File: src/rtl/stopwatch_pkg.sv
// Shared types and constants for the stopwatch run/pause/lap/clear controller.
package stopwatch_pkg;

  typedef enum logic [1:0] {
    ST_IDLE  = 2'd0,
    ST_RUN   = 2'd1,
    ST_PAUSE = 2'd2,
    ST_LAP   = 2'd3
  } sw_state_e;

  localparam int unsigned SW_MAX_COUNT = 5999;
  localparam logic [3:0]  LAP_NUM_MAX  = 4'd15;

endpackage

File: src/rtl/stopwatch_run_ctrl_if.sv
// Button, count and control signals between the board/core side and the run controller.
interface stopwatch_run_ctrl_if #(
  parameter int unsigned COUNT_W = 14
);
  logic               btn_run;
  logic               btn_lap;
  logic               btn_clear;
  logic [COUNT_W-1:0] sw_count;
  logic               run_stop;
  logic               clear;
  logic [COUNT_W-1:0] disp_count;
  logic               lap_active;
  logic [3:0]         lap_num;
  logic [1:0]         state;

  modport master (
    output btn_run, btn_lap, btn_clear, sw_count,
    input  run_stop, clear, disp_count, lap_active, lap_num, state
  );

  modport slave (
    input  btn_run, btn_lap, btn_clear, sw_count,
    output run_stop, clear, disp_count, lap_active, lap_num, state
  );
endinterface

File: src/rtl/btn_debounce.sv
// Raw button -> 2-FF sync -> optional debounce -> one-cycle rising-edge pulse.
// Debounce counter is built only when STOPWATCH_CTRL_DEBOUNCE_EN is defined.
module btn_debounce #(
  parameter int unsigned DEBOUNCE_CYCLES = 1_000_000
) (
  input  logic clk,
  input  logic reset,
  input  logic btn,
  output logic pulse
);
  logic sync1, sync2;
  logic lvl, lvl_d;

  always_ff @(posedge clk or posedge reset) begin
    if (reset) begin
      sync1 <= 1'b0;
      sync2 <= 1'b0;
    end else begin
      sync1 <= btn;
      sync2 <= sync1;
    end
  end

`ifdef STOPWATCH_CTRL_DEBOUNCE_EN
  localparam int unsigned CNT_W = $clog2(DEBOUNCE_CYCLES + 1);
  logic [CNT_W-1:0] cnt;

  // Count consecutive clocks where the synchronized level disagrees; any agreement restarts.
  always_ff @(posedge clk or posedge reset) begin
    if (reset) begin
      cnt <= '0;
      lvl <= 1'b0;
    end else if (sync2 == lvl) begin
      cnt <= '0;
    end else if (cnt == CNT_W'(DEBOUNCE_CYCLES - 1)) begin
      cnt <= '0;
      lvl <= sync2;
    end else begin
      cnt <= cnt + 1'b1;
    end
  end
`else
  assign lvl = sync2;
  if (DEBOUNCE_CYCLES == 0) begin : g_no_counter
  end
`endif

  always_ff @(posedge clk or posedge reset) begin
    if (reset) lvl_d <= 1'b0;
    else       lvl_d <= lvl;
  end

  assign pulse = lvl & ~lvl_d;
endmodule

File: src/rtl/stopwatch_run_ctrl.sv
// Run/pause/lap/clear FSM for the stopwatch core, with lap-freeze display path.
// Debounce is enabled by defining STOPWATCH_CTRL_DEBOUNCE_EN.
module stopwatch_run_ctrl
  import stopwatch_pkg::*;
#(
  parameter int unsigned DEBOUNCE_CYCLES = 1_000_000,
  parameter int unsigned COUNT_W         = 14
) (
  input  logic                 clk,
  input  logic                 reset,
  stopwatch_run_ctrl_if.slave  bus
);
  logic p_run, p_lap, p_clr;

  btn_debounce #(.DEBOUNCE_CYCLES(DEBOUNCE_CYCLES)) u_run (
    .clk(clk), .reset(reset), .btn(bus.btn_run), .pulse(p_run)
  );
  btn_debounce #(.DEBOUNCE_CYCLES(DEBOUNCE_CYCLES)) u_lap (
    .clk(clk), .reset(reset), .btn(bus.btn_lap), .pulse(p_lap)
  );
  btn_debounce #(.DEBOUNCE_CYCLES(DEBOUNCE_CYCLES)) u_clr (
    .clk(clk), .reset(reset), .btn(bus.btn_clear), .pulse(p_clr)
  );

  sw_state_e          state_q, state_n;
  logic               run_stop_q, lap_active_q, clear_q, clear_n;
  logic [COUNT_W-1:0] lap_value_q;
  logic [3:0]         lap_num_q;
  logic               capture, zero_laps;

  // Priority clear > run > lap, evaluated only among pulses legal in each state.
  always_comb begin
    state_n   = state_q;
    clear_n   = 1'b0;
    capture   = 1'b0;
    zero_laps = 1'b0;
    unique case (state_q)
      ST_IDLE: begin
        if (p_clr) begin
          clear_n   = 1'b1;
          zero_laps = 1'b1;
        end else if (p_run) begin
          state_n = ST_RUN;
        end
      end
      ST_RUN: begin
        if (p_run) begin
          state_n = ST_PAUSE;
        end else if (p_lap) begin
          state_n = ST_LAP;
          capture = 1'b1;
        end
      end
      ST_LAP: begin
        if (p_run)      state_n = ST_PAUSE;
        else if (p_lap) state_n = ST_RUN;
      end
      ST_PAUSE: begin
        if (p_clr) begin
          state_n   = ST_IDLE;
          clear_n   = 1'b1;
          zero_laps = 1'b1;
        end else if (p_run) begin
          state_n = ST_RUN;
        end
      end
      default: state_n = ST_IDLE;
    endcase
  end

  always_ff @(posedge clk or posedge reset) begin
    if (reset) begin
      state_q      <= ST_IDLE;
      run_stop_q   <= 1'b0;
      lap_active_q <= 1'b0;
      clear_q      <= 1'b0;
      lap_value_q  <= '0;
      lap_num_q    <= '0;
    end else begin
      state_q      <= state_n;
      run_stop_q   <= (state_n == ST_RUN) || (state_n == ST_LAP);
      lap_active_q <= (state_n == ST_LAP);
      clear_q      <= clear_n;
      if (zero_laps) begin
        lap_value_q <= '0;
        lap_num_q   <= '0;
      end else if (capture) begin
        lap_value_q <= bus.sw_count;
        if (lap_num_q != LAP_NUM_MAX) lap_num_q <= lap_num_q + 4'd1;
      end
    end
  end

  assign bus.run_stop   = run_stop_q;
  assign bus.clear      = clear_q;
  assign bus.lap_active = lap_active_q;
  assign bus.lap_num    = lap_num_q;
  assign bus.state      = state_q;
  assign bus.disp_count = lap_active_q ? lap_value_q : bus.sw_count;
endmodule

File: src/flat_wrapper.sv
// flat-port wrapper written by rule: the top's interface ports become plain ports
module stopwatch_run_ctrl_flat import stopwatch_pkg::*;
#(
  parameter int unsigned DEBOUNCE_CYCLES = 1_000_000,
  parameter int unsigned COUNT_W         = 14
)
  (clk, reset, bus_btn_run, bus_btn_lap, bus_btn_clear, bus_sw_count, bus_run_stop, bus_clear, bus_disp_count, bus_lap_active, bus_lap_num, bus_state);
  stopwatch_run_ctrl_if #(.COUNT_W(COUNT_W)) bus_i ();
  input  logic clk;
  input  logic reset;
  input wire logic [$bits(bus_i.btn_run)-1:0] bus_btn_run;
  input wire logic [$bits(bus_i.btn_lap)-1:0] bus_btn_lap;
  input wire logic [$bits(bus_i.btn_clear)-1:0] bus_btn_clear;
  input wire logic [$bits(bus_i.sw_count)-1:0] bus_sw_count;
  output wire logic [$bits(bus_i.run_stop)-1:0] bus_run_stop;
  output wire logic [$bits(bus_i.clear)-1:0] bus_clear;
  output wire logic [$bits(bus_i.disp_count)-1:0] bus_disp_count;
  output wire logic [$bits(bus_i.lap_active)-1:0] bus_lap_active;
  output wire logic [$bits(bus_i.lap_num)-1:0] bus_lap_num;
  output wire logic [$bits(bus_i.state)-1:0] bus_state;
  assign bus_i.btn_run = bus_btn_run;
  assign bus_i.btn_lap = bus_btn_lap;
  assign bus_i.btn_clear = bus_btn_clear;
  assign bus_i.sw_count = bus_sw_count;
  assign bus_run_stop = bus_i.run_stop;
  assign bus_clear = bus_i.clear;
  assign bus_disp_count = bus_i.disp_count;
  assign bus_lap_active = bus_i.lap_active;
  assign bus_lap_num = bus_i.lap_num;
  assign bus_state = bus_i.state;
  stopwatch_run_ctrl #(.DEBOUNCE_CYCLES(DEBOUNCE_CYCLES), .COUNT_W(COUNT_W)) u_core (.clk(clk), .reset(reset), .bus(bus_i));
endmodule
File: config.mk
export PLATFORM = sky130hd
export DESIGN_NAME = stopwatch_run_ctrl_flat
export DESIGN_NICKNAME = d
export VERILOG_FILES = /design/src/rtl/stopwatch_pkg.sv /design/src/rtl/stopwatch_run_ctrl_if.sv /design/src/rtl/btn_debounce.sv /design/src/rtl/stopwatch_run_ctrl.sv /design/src/flat_wrapper.sv
export SDC_FILE = /design/constraint.sdc
export NUM_CORES = 1
export LEC_CHECK = 0
export CAP_MARGIN = 15
export CORE_MARGIN = 10
export CORE_UTILIZATION = 30
export DETAILED_ROUTE_END_ITERATION = 12
export GPL_TIMING_DRIVEN = 0
export RECOVER_POWER = 100
export SLEW_MARGIN = 20
export SYNTH_ARGS = -nofsm -noshare
export SYNTH_HDL_FRONTEND = slang
export SYNTH_SLANG_ARGS = --single-unit
File: constraint.sdc
create_clock -name clk -period 1.7 [get_ports clk]
set_input_delay 0.255 -clock clk [delete_from_list [all_inputs] [get_ports clk]]
set_output_delay 0.255 -clock clk [all_outputs]
set_load 0.01 [all_outputs]
### After elaboration in Yosys (flattened, before gate mapping)

Cells that the tools add are included.

* flip-flop bits (word level): 32
* bits of input ports: 19
* memories: 0
* word-level logic and storage cells: 53
* bits in latches: 0
* memory bits (read-only): 0
* memory bits (writable): 0

* magnitude comparators: 0
* mux-type cells: 19
* multiply operators: 0
* reductions and logical operators: 6
* shifts and indexed selects: 0
* $add $sub $neg: 1
* equality and inequality tests: 6
* divide/modulo/power cells: 0
* bitwise gates (word level): 6

Operator list (number)
* two-way mux 14 bit: 3
* two-way mux 2 bit: 7
* two-way mux 4 bit: 3
* case mux 2 bit (4 select lines): 1
* == test 2 bit (second input constant): 3
* two-way mux 1 bit: 5
* adder 4 x 1 -> 4 bit (second input constant): 1
* == test 2 x 1 -> 1 bit (second input constant): 2
* inequality test 4 bit (second input constant): 1
* nonzero test 2 bit: 2
* AND 1 bit: 3
* inverter 1 bit: 3
* zero test 2 bit: 1
* AND reduction 2 bit: 1
* OR reduction 2 bit: 1
* logical OR 1 bit: 1

### Depth between registers and ports, before layout

Gate-level depths: netlist of the first run.

* depth in word-level cells: 7
* gate-level depth with buffers: 6
* mapped depth without buffers: 4

### Modules after synthesis

A second synthesis of the first run with hierarchy kept.

* cells, all modules: 129
* area total of the unflattened synthesis: 1423.9 µm²

Modules (own cells, without submodules)
* stopwatch_run_ctrl: instances 1, cells each 114, area each 1146.1 µm²
* btn_debounce: instances 3, cells each 5, area each 92.6 µm²

### Worst setup path after synthesis of the first run

OpenSTA, ideal clock, no wires.

* path type: reg2reg
* start point: register u_core.state_q[0] (netlist: u_core.bus.state[0])
* end point: register u_core.lap_value_q[0]
* stages on the path, launching flop included: 7
* path slack: 308 ps
* clock period less this slack: 1392 ps
* setup time: 117 ps
* data arrival time: 1275 ps
* data required time: 1583 ps
* cells stage by stage: dfrtp_1 > clkbuf_2 > or2_2 > buf_6 > buf_2 > nand3_1 > nand2_1

* word-level cells in the longest chain between the ends: 4
* elaborated cells between the ends (all ways): 8
* classes of those cells: 2 x eq/ne; 3 x mux; 3 x reduce/logical

RTL lines
* start, declared: RTL line stopwatch_run_ctrl.sv:25 `sw_state_e state_q, state_n;`
* start signal, assigned: RTL line stopwatch_run_ctrl.sv:80 `state_q <= state_n;`
* == test 2 bit / zero test 2 bit (equally long branches): RTL line stopwatch_run_ctrl.sv:37 `unique case (state_q)`
* OR reduction 2 bit (no line)
* two-way mux 1 bit
* two-way mux 14 bit / nonzero test 2 bit (equally long branches)
* end signal, assigned: RTL line stopwatch_run_ctrl.sv:88 `lap_value_q <= bus.sw_count;`
* end, declared: RTL line stopwatch_run_ctrl.sv:27 `logic [COUNT_W-1:0] lap_value_q;`

Parallel ways exist; a longest one is shown, timed or not.
A chain may end at the register's enable or synchronous reset.

### Final worst setup path of the first run

* start point: register u_core.lap_active_q (netlist: u_core.bus.lap_active)
* end point: output port bus_disp_count[2]

* word-level cells in the longest chain between the ends: 1

RTL lines
* start, declared: RTL line stopwatch_run_ctrl.sv:26 `logic run_stop_q, lap_active_q, clear_q, clear_n;`
* start signal, assigned: RTL line stopwatch_run_ctrl.sv:82 `lap_active_q <= (state_n == ST_LAP);`
* two-way mux 14 bit: RTL line stopwatch_run_ctrl.sv:99 `assign bus.disp_count = lap_active_q ? lap_value_q : bus.sw_count;`
* end, declared: RTL line flat_wrapper.sv:17 `output wire logic [$bits(bus_i.disp_count)-1:0] bus_disp_count;`

Every way passes these cells.

==> impl_results.md, run 1 <==
* Period minus WS final at 1.66 ns
* Avg Vias per Cell at roughly 4.7
* Slowest stage cell, crit path: dfrtp_2
* RSZ-0062 raised after global routing: true
* Worst R2R Path Depth at 4
* Depth of the worst hold-timing path at 0
* IO Count at between 40 and 50
* Setup crit end kind: primary output
* Multi-input logic area at 547 µm²
* CTS tree: built
* Placeable Area at 4410 µm²
* Initial antenna violation count at 0
* CP arrival at approximately 1.4 ns
* Fin. max-slew vios at 0
* Antenna diode count at 0
* Syn_area_per_cell at ~11 µm²
* Clk_lat worst skew at approximately 0.28 ns
* Site row count at 24
* Vias in the first global route at between 1000 and 1500
* Cell breakdown of the critical path: buf_4, mux2_2, dlygate4sd2_1
* First-pass GRT wire length at 5420 µm
* Max Root-Sink Buffers at 2
* Congestion Overflow GR at 0
* Cells after DPL at around 220
* Delay-heaviest family, CP: buffers and inverters
* CTS Buf Count at 5
* Die X-Extent at between 80 and 90 µm
* Crit path kind: reg2out
* Area contributors post-synth: dfrtp_1 (56%), mux2_2 (11%), nand2_1 (9.5%), nand3_1 (5.4%), mux2i_1 (1.4%)
* Final Wtd Congestion at 0.799
* Lkg Pwr at ~0.92 nW
* Initial Util at 31.4%
* DPL Wire Length at 2440 µm
* Nets at approximately 200
* CP peak stage delay at 0.37 ns
* Clock Sinks at 31
* Netlist cell types at 27
* Pwr dens at around 1000 nW/µm²
* Synth Flop Type: dfrtp_1
* Startpoint Class: flip-flop
* Cell area after synthesis at approximately 1400 µm²
* DR vias at about 1100
* Hold-fix buffers at CTS at 0
* Synth top area share at 55.9%
* Max_cap viols at 0
* Slew HR at a little under a quarter
* Initial DRC count at 46
* Largest net degree at the start of global routing at 32
* Share of post-route cells with drive strength above 1 at roughly a fifth
* Yosys top cell by area: dfrtp_1
* Gr usage total at about 9%
* Final WL at 3310 µm
* Die Area at a little under 8000 µm²
* Critical Path RT at ~1.4 ns
* Synthesis Warnings at 0
* Asr flop ratio synth at between 90% and 100%
* Least-Margin Pin Slew at around 1.2 ns
* Final cell count without fillers at 233
* Gate Count Post-Synth at between 100 and 150
* CTS root buf: clkbuf_8
* Net Count, Synth at approximately 150
* Input/output buffers at approximately 40
* WP depth at 3
* EDFF count, synth at 0
* Number of detailed-routing iterations run before antenna repair at 4
* Hold/Removal Path Class: reg2reg
* Die Ht at around 88 µm
* H-tree levels at 2
* CP max FO at 5
* P&R area growth vs syn at 41.5%
* Fill count at 420
* Final setup fails at 0
* Final setup skew at between 0.005 and 0.006 ns
* Register Area at between 700 and 800 µm²
* Fin crit share at roughly 98%
* #FFs+latches synth at 31
* VDD IR max at 0.439 mV
* Final Hold Fails at 0
* Remaining routing DRC violations at 0
* Fmax achieved at between 600 and 700 MHz
* Seq/Total Area, Yosys at between 50% and 60%
* Crit path buf inv count at 2
* Clk pin slew, worst setup/hold paths at roughly 0.06 ns
* Outcome: completed
* Routed Antenna Nets at 0
* Overall Power at approximately 2 mW
* Setup TNS at 0 ns
* Routed wire per std cell at ~14 µm
==> routing by layer <==
metal	part of all wire, %	track usage (%)	wire length [µm]
met5	0	0	0
met2	43	13.9	1410
met1	45	10.1	1500
met3	11	4.46	364
met4	1.2	3.57	40
==> area by class of cell <==
type / instances / area share (%)
Timing Repair Buffer: 43 / 21.2
Tap cell: 52 / 3.31
Sequential cell: 31 / 39.6
Buffer: 8 / 2.80
Clock buffer: 6 / 4.21
Inverter: 4 / 0.765
Clock inverter: 1 / 0.255
Multi-Input combinational cell: 88 / 27.9
==> where the power goes <==
group	internal [mW]	switching [mW]	leakage, nW
Clock	0.317	0.255	0.0470
Sequential	0.842	0.0694	0.398
Combinational	0.276	0.234	0.477
==> sequential cells by signal (all words and copies together) (netlist names) <==
signal and cells:
u_core.bus.state 2, u_core.u_clr.lvl 1, u_core.u_clr.sync1 1, u_core.u_clr.lvl_d 1, u_core.u_run.lvl_d 1, u_core.bus.lap_num 4
u_core.bus.lap_active 1, u_core.u_lap.lvl_d 1, u_core.u_lap.lvl 1, u_core.bus.clear 1, u_core.u_run.sync1 1, u_core.u_lap.sync1 1
u_core.lap_value_q 14, u_core.u_run.lvl 1
==> cells in the final DEF (no fill, tap or decap) <==
cell type	instances
ha_1	1
clkbuf_2	1
buf_2	3
mux2_2	14
a31oi_1	1
nand3_1	15
a211oi_2	1
dfrtp_1	30
inv_1	4
or2_2	1
clkbuf_4	1
nor3_1	3
nand2b_1	3
xnor2_1	1
clkdlybuf4s50_1	20
mux2i_1	2
nand2_1	35
nor2_1	1
o21a_1	1
a41oi_2	1
clkinv_2	1
clkdlybuf4s15_1	10
nand3_2	1
clkbuf_1	2
nor2b_1	1
clkbuf_8	6
and3_1	1
a21oi_1	1
o21ai_0	3
dlygate4sd3_1	7
buf_4	2
dlygate4sd2_1	2
nor3b_2	1
buf_6	3
dfrtp_2	1
==> final timing paths <==
check / startpoint / endpoint / slack (ns)
min in group asynchronous: reset / u_core.lap_value_q[1]$_DFFE_PP0P_ / 0.58
worst max-delay path: u_core.bus.lap_active$_DFF_PP0_ / bus_disp_count[2] / 0.04
worst min-delay path: u_core.u_run.sync1$_DFF_PP0_ / u_core.u_run.lvl$_DFF_PP0_ / 0.35
max in group asynchronous: reset / u_core.bus.lap_active$_DFF_PP0_ / 0.35
worst max register to register: u_core.bus.state[1]$_DFF_PP0_ / u_core.bus.lap_num[0]$_DFFE_PP0P_ / 0.16
worst min register to register: u_core.u_run.sync1$_DFF_PP0_ / u_core.u_run.lvl$_DFF_PP0_ / 0.35
==> repair_timing <==
action,CTS,global route
endpoints found under the setup margin,14,12
setup buffers,2,0
gates resized for setup,23,11
==> kinds of logic after synthesis <==
logic type	share of synthesized area (%)
buf+inv	4.69
mux	12.8
fa+ha+maj	0.902
flops	55.9
compound gates	4.51
xor+xnor	0.631
simple gates	20.6
==> Yosys cell counts, types with 2 or more instances <==
cell	number
nand2b_1	3
nand3_1	15
mux2i_1	2
buf_2	3
dfrtp_1	31
mux2_2	14
inv_1	4
nand2_1	35
nor3_1	3
buf_4	2
o21ai_0	3
==> metrics by stage <==
step | setup slack (ns) | area [µm²] | util (%) | hold slack (ns)
final | 0.0385 | 1960 | 44.5 | 0.349
after global routing | -0.00168 | 1960 | 44.5 | 0.363
after CTS | 0.0177 | 1950 | 44.1 | 0.351
after detailed placement | -0.159 | 1860 | 42.2 | 0.337
after global placement | -0.154 | 1860 | 42.2 | 0.332
after floorplan | 0.308 | 1390 | - | 0.286
Note: power is estimated with default switching activity, not from simulation.
==> run 2, diff against run 1 <==
- clock period: 1.7 -> 2.15 ns (I/O delays scaled with it)
==> impl_results.md, run 2 (synthesized netlist as in run 1, its figures left out) <==
* Outcome: completed
* Final Wtd Congestion at 0.799 (unchanged)
* Final instance area at 1930 µm² (-1.5%)
* Initial DRC count at 42 (-8.7%)
* Commonest cells after routing, fill and taps aside: nand2_1 (35), dfrtp_1 (30), clkdlybuf4s50_1 (25)
* Congestion Overflow GR at 0 (unchanged)
* First-pass GRT wire length at 5410 µm (-0.26%)
* Max_cap viols at 0 (unchanged)
* Die Area at 7750 µm² (unchanged)
* Site row count at 24 (unchanged)
* Max Root-Sink Buffers at 2 (unchanged)
* Hold/Removal Path Class: reg2reg
* Avg Vias per Cell at 4.63 (-0.80%)
* DPL Wire Length at 2440 µm (unchanged)
* CTS tree: built
* Routed Antenna Nets at 0 (unchanged)
* VDD IR max at 0.350 mV (-20%)
* IO Count at 42 (unchanged)
* Cells after DPL at 224 (unchanged)
* Input/output buffers at 41 (unchanged)
* Most flops, register: u_core.lap_value_q
* Post-cts sizing count at 2 (-91%)
* Setup TNS at 0 ns (unchanged)
* Fin. max-slew vios at 0 (unchanged)
* Final setup skew at 0.00514 ns (-0.000404 ns)
* Setup Fix Bufs, Post-CTS at 0 (-2)
* Clock Sinks at 31 (unchanged)
* Lkg Pwr at 0.903 nW (-2.1%)
* Remaining routing DRC violations at 0 (unchanged)
* H-tree levels at 2 (unchanged)
* RSZ-0062 raised after global routing: false
* Least-Margin Pin Slew at 1.15 ns (-0.00219 ns)
* Number of detailed-routing iterations run before antenna repair at 4 (unchanged)
* Routed wire per std cell at 14.1 µm (-0.53%)
* Final WL at 3270 µm (-1.4%)
* Setup ws final at 0.0869 ns (+0.0484 ns)
* Die Ht at 88.0 µm (unchanged)
* Fmax achieved at 485 MHz
* Crit path kind: reg2out
* Antenna diode count at 0 (unchanged)
* Hold-fix buffers at CTS at 0 (unchanged)
* Initial Util at 31.4% (unchanged)
* P&R area growth vs syn at 39.3%
* Period minus WS final at 2.06 ns
* Fin crit share at 96.0%
* Nets at 199 (-1.0%)
* Fill count at 421 (+0.24%)
* Startpoint Class: flip-flop
* Die X-Extent at 88.0 µm (unchanged)
* Pwr dens at 813 nW/µm² (-20%)
* Slew HR at 23.0% (+0.15 points)
* Final Hold Fails at 0 (unchanged)
* Placeable Area at 4410 µm² (unchanged)
* Placed cell areas at 1860 µm² (unchanged)
* Clk pin slew, worst setup/hold paths at 0.06 ns (about the same)
* Max reg flops at 14 (unchanged)
* Final cell count without fillers at 231 (-0.86%)
* Dpl ws at 0.224 ns (+0.383 ns)
* Setup crit end kind: primary output
* CP max FO at 10 (+5)
* Share of post-route cells with drive strength above 1 at 15.6% (-4.8 points)
* Initial antenna violation count at 0 (unchanged)
* Largest net degree at the start of global routing at 32 (unchanged)
* CTS root buf: clkbuf_8
* Clk_lat worst skew at 0.28 ns (about the same)
* Critical Path RT at 1.83 ns (+0.39 ns)
* Most common cell after layout, fill and taps aside: nand2_1
* DR vias at 1070 (-1.7%)
* Vias in the first global route at 1087 (-1.1%)
* CP arrival at 1.74 ns (+0.33 ns)
* CTS Buf Count at 5 (unchanged)
* Gr usage total at 8.86% (unchanged)
* Final setup fails at 0 (unchanged)
[run 2: changes by cell type in the layout (fill, tap and decap cells not counted), moves of 2 or more]
cell / change
dlygate4sd3_1: +9
clkdlybuf4s15_1: -10
buf_6: -2
clkdlybuf4s50_1: +5
buf_2: -2
dlygate4sd2_1: -2
[run 2: critical path: stages (launching register included)]
cell	delay [ns]
dfrtp_2	0.44
buf_6	0.17
mux2_2	0.36
clkdlybuf4s50_1	0.49
[run 2: where the power goes]
part           switching, mW  internal (mW)
sequential            0.0580          0.666
combinational          0.177          0.220
clock                  0.201          0.250
[run 2: cell type report]
class	count	area, µm²	area share (%)
Sequential cell	31	777	40.2
Multi-Input combinational cell	88	532	27.5
Timing Repair Buffer	41	410	21.2
Clock buffer	6	82.6	4.27
Tap cell	52	65.1	3.37
Buffer	8	46.3	2.39
Inverter	4	15.0	0.777
Clock inverter	1	5.00	0.259
[run 2: path summary, 6_finish.rpt]
path / start / to / slack, ns / depth (start not counted)
min: u_core.u_run.sync1$_DFF_PP0_ / u_core.u_run.lvl$_DFF_PP0_ / 0.35 / 0
min reg2reg: u_core.u_run.sync1$_DFF_PP0_ / u_core.u_run.lvl$_DFF_PP0_ / 0.35 / 0
max reg2reg: u_core.bus.state[0]$_DFF_PP0_ / u_core.lap_value_q[10]$_DFFE_PP0P_ / 0.36 / 6
max: u_core.bus.lap_active$_DFF_PP0_ / bus_disp_count[4] / 0.09 / 3
max in group asynchronous: reset / u_core.bus.lap_active$_DFF_PP0_ / 0.60 / 2
min in group asynchronous: reset / u_core.lap_value_q[1]$_DFFE_PP0P_ / 0.79 / 2
[run 2: stage by stage]
stage	utilization (%)	hold WS [ns]	power, mW
floorplan	-	0.331	0.941
global route	43.8	0.363	1.68
finish	43.8	0.349	1.57
global placement	42.2	0.332	1.14
detailed placement	42.2	0.337	1.15
CTS	44.3	0.351	1.62
[run 2: routing by layer]
layer  track usage [%]  part of all wire, %
met5                 0                    0
met2              13.9                   43
met4              3.57                  1.2
met1              10.1                   45
met3              4.36                   11
==> run 3, diff against run 2 <==
- CAP_MARGIN: 15 -> 20
- clock period: 2.15 -> 2 ns (I/O delays scaled with it)
==> impl_results.md, run 3 (synthesized netlist as in run 1, its figures left out) <==
* CTS tree: built
* Avg Vias per Cell at 4.67 (+0.87%)
* Commonest cells after routing, fill and taps aside: nand2_1 (35), dfrtp_1 (30), clkdlybuf4s50_1 (27)
* Initial Util at 31.4% (unchanged)
* CP peak stage delay at 0.48 ns (about the same)
* Fmax achieved at about 520 MHz
* Setup crit end kind: primary output
* Hold WS at 0.349 ns (-0.000111 ns)
* Setup ws final at 0.0613 ns (-0.0256 ns)
* Number of detailed-routing iterations run before antenna repair at 4 (unchanged)
* CTS Buf Count at 5 (unchanged)
* Most common cell after layout, fill and taps aside: nand2_1
* Final WL at 3300 µm (+0.98%)
* P&R area growth vs syn at 40.1%
* Placeable Area at 4410 µm² (unchanged)
* Hold/Removal Path Class: reg2reg
* Final setup skew at 0.00556 ns (+0.000426 ns)
* Startpoint Class: flip-flop
* H-tree levels at 2 (unchanged)
* Slew HR at 22.8% (-0.20 points)
* Routed wire per std cell at 14.2 µm (+0.54%)
* Die Ht at 88.0 µm (unchanged)
* CP max FO at 10 (unchanged)
* Nets at 200 (+0.50%)
* Initial DRC count at 35 (-17%)
* Initial antenna violation count at 0 (unchanged)
* Setup TNS at 0 ns (unchanged)
* Site row count at 24 (unchanged)
* Cell breakdown of the critical path: buf_6, mux2_2, clkdlybuf4s50_1
* Outcome: completed
* Pwr dens at 872 nW/µm² (+7.3%)
* Lkg Pwr at 0.922 nW (+2.1%)
* CP arrival at 1.64 ns (-0.10 ns)
* Remaining routing DRC violations at 0 (unchanged)
* Final setup fails at 0 (unchanged)
* Least-Margin Pin Slew at 1.16 ns (+0.00306 ns)
* IO Count at 42 (unchanged)
* Fin. max-slew vios at 0 (unchanged)
* Max_cap viols at 0 (unchanged)
* Hold-fix buffers at CTS at 0 (unchanged)
* Most flops, register: u_core.lap_value_q
* Final cell count without fillers at 232 (+0.43%)
* Cells after DPL at 224 (unchanged)
* Period minus WS final at 1.94 ns
* Die Area at 7750 µm² (unchanged)
* Final Wtd Congestion at 0.799 (unchanged)
* Max Root-Sink Buffers at 2 (unchanged)
* Largest net degree at the start of global routing at 32 (unchanged)
* Congestion Overflow GR at 0 (unchanged)
* Critical Path RT at 1.70 ns (-0.13 ns)
* DR vias at 1084 (+1.3%)
* Clock Sinks at 31 (unchanged)
* Input/output buffers at 41 (unchanged)
* CTS root buf: clkbuf_8
* Dpl ws at 0.0964 ns (-0.128 ns)
* Crit path kind: reg2out
* VDD IR max at 0.373 mV (+6.6%)
* Clk_lat worst skew at 0.28 ns (about the same)
* Antenna diode count at 0 (unchanged)
* Slowest stage cell, crit path: clkdlybuf4s50_1
* Routed Antenna Nets at 0 (unchanged)
* Share of post-route cells with drive strength above 1 at 16.7% (+1.0 points)
* Die X-Extent at 88.0 µm (unchanged)
* Fin crit share at between 90% and 100%
* First-pass GRT wire length at 5400 µm (-0.26%)
* DPL Wire Length at 2440 µm (unchanged)
* Vias in the first global route at 1090 (+0.28%)
* Final Hold Fails at 0 (unchanged)
* Clk pin slew, worst setup/hold paths at 0.06 ns (about the same)
* Gr usage total at 8.84% (-0.019 points)
* RSZ-0062 raised after global routing: false
* Max reg flops at 14 (unchanged)
* Overall Power at 1.70 mW (+7.9%)
[run 3: stage by stage]
| stage | utilization [%] | area, µm² |
|---|---|---|
| finish | 44.0 | 1940 |
| global route | 44.0 | 1940 |
| CTS | 44.5 | 1970 |
| detailed placement | 42.2 | 1860 |
| global placement | 42.2 | 1860 |
| floorplan | - | 1390 |
[run 3: metal layers]
layer,vias up,share of wire [%],GRT usage [%]
li1,534,-,-
met1,500,44,10.1
met2,45,42,13.9
met3,5,12,4.36
met4,0,1.2,3.57
met5,-,0,0
[run 3: timing repair]
action,in CTS,in global routing
gates resized for setup,3,1
buffers inserted,1,0
setup endpoints to repair,10,1
[run 3: cell type report]
cell class | instances | area (µm²)
clock buffers | 6 | 82.6
repair buffers | 42 | 420
clock inverters | 1 | 5.00
multi-input cells | 88 | 532
flip-flops and latches | 31 | 777
fillers | 418 | 2470
well taps | 52 | 65.1
inverters | 4 | 15.0
plain buffers | 8 | 47.5
[run 3: final timing paths]
check | start | end | slack (ns) | depth (start not counted)
setup / recovery | u_core.bus.lap_active$_DFF_PP0_ | bus_disp_count[6] | 0.06 | 3
hold / removal | u_core.u_run.sync1$_DFF_PP0_ | u_core.u_run.lvl$_DFF_PP0_ | 0.35 | 0
setup reg to reg | u_core.bus.state[1]$_DFF_PP0_ | u_core.bus.lap_num[0]$_DFFE_PP0P_ | 0.23 | 4
hold reg to reg | u_core.u_run.sync1$_DFF_PP0_ | u_core.u_run.lvl$_DFF_PP0_ | 0.35 | 0
max in group asynchronous | reset | u_core.bus.lap_active$_DFF_PP0_ | 0.47 | 2
min in group asynchronous | reset | u_core.lap_value_q[1]$_DFFE_PP0P_ | 0.76 | 2
[run 3: worst max-delay path: cells and delay by family (launching register included)]
family                 cells  cell delay [ns]
flip-flops                 1             0.37
buffers and inverters      2             0.63
multiplexers               1             0.35
[run 3: power breakdown]
group          switching, mW  internal [mW]
combinational          0.195          0.243
clock                  0.215          0.269
sequential            0.0583          0.716
total                  0.468           1.23
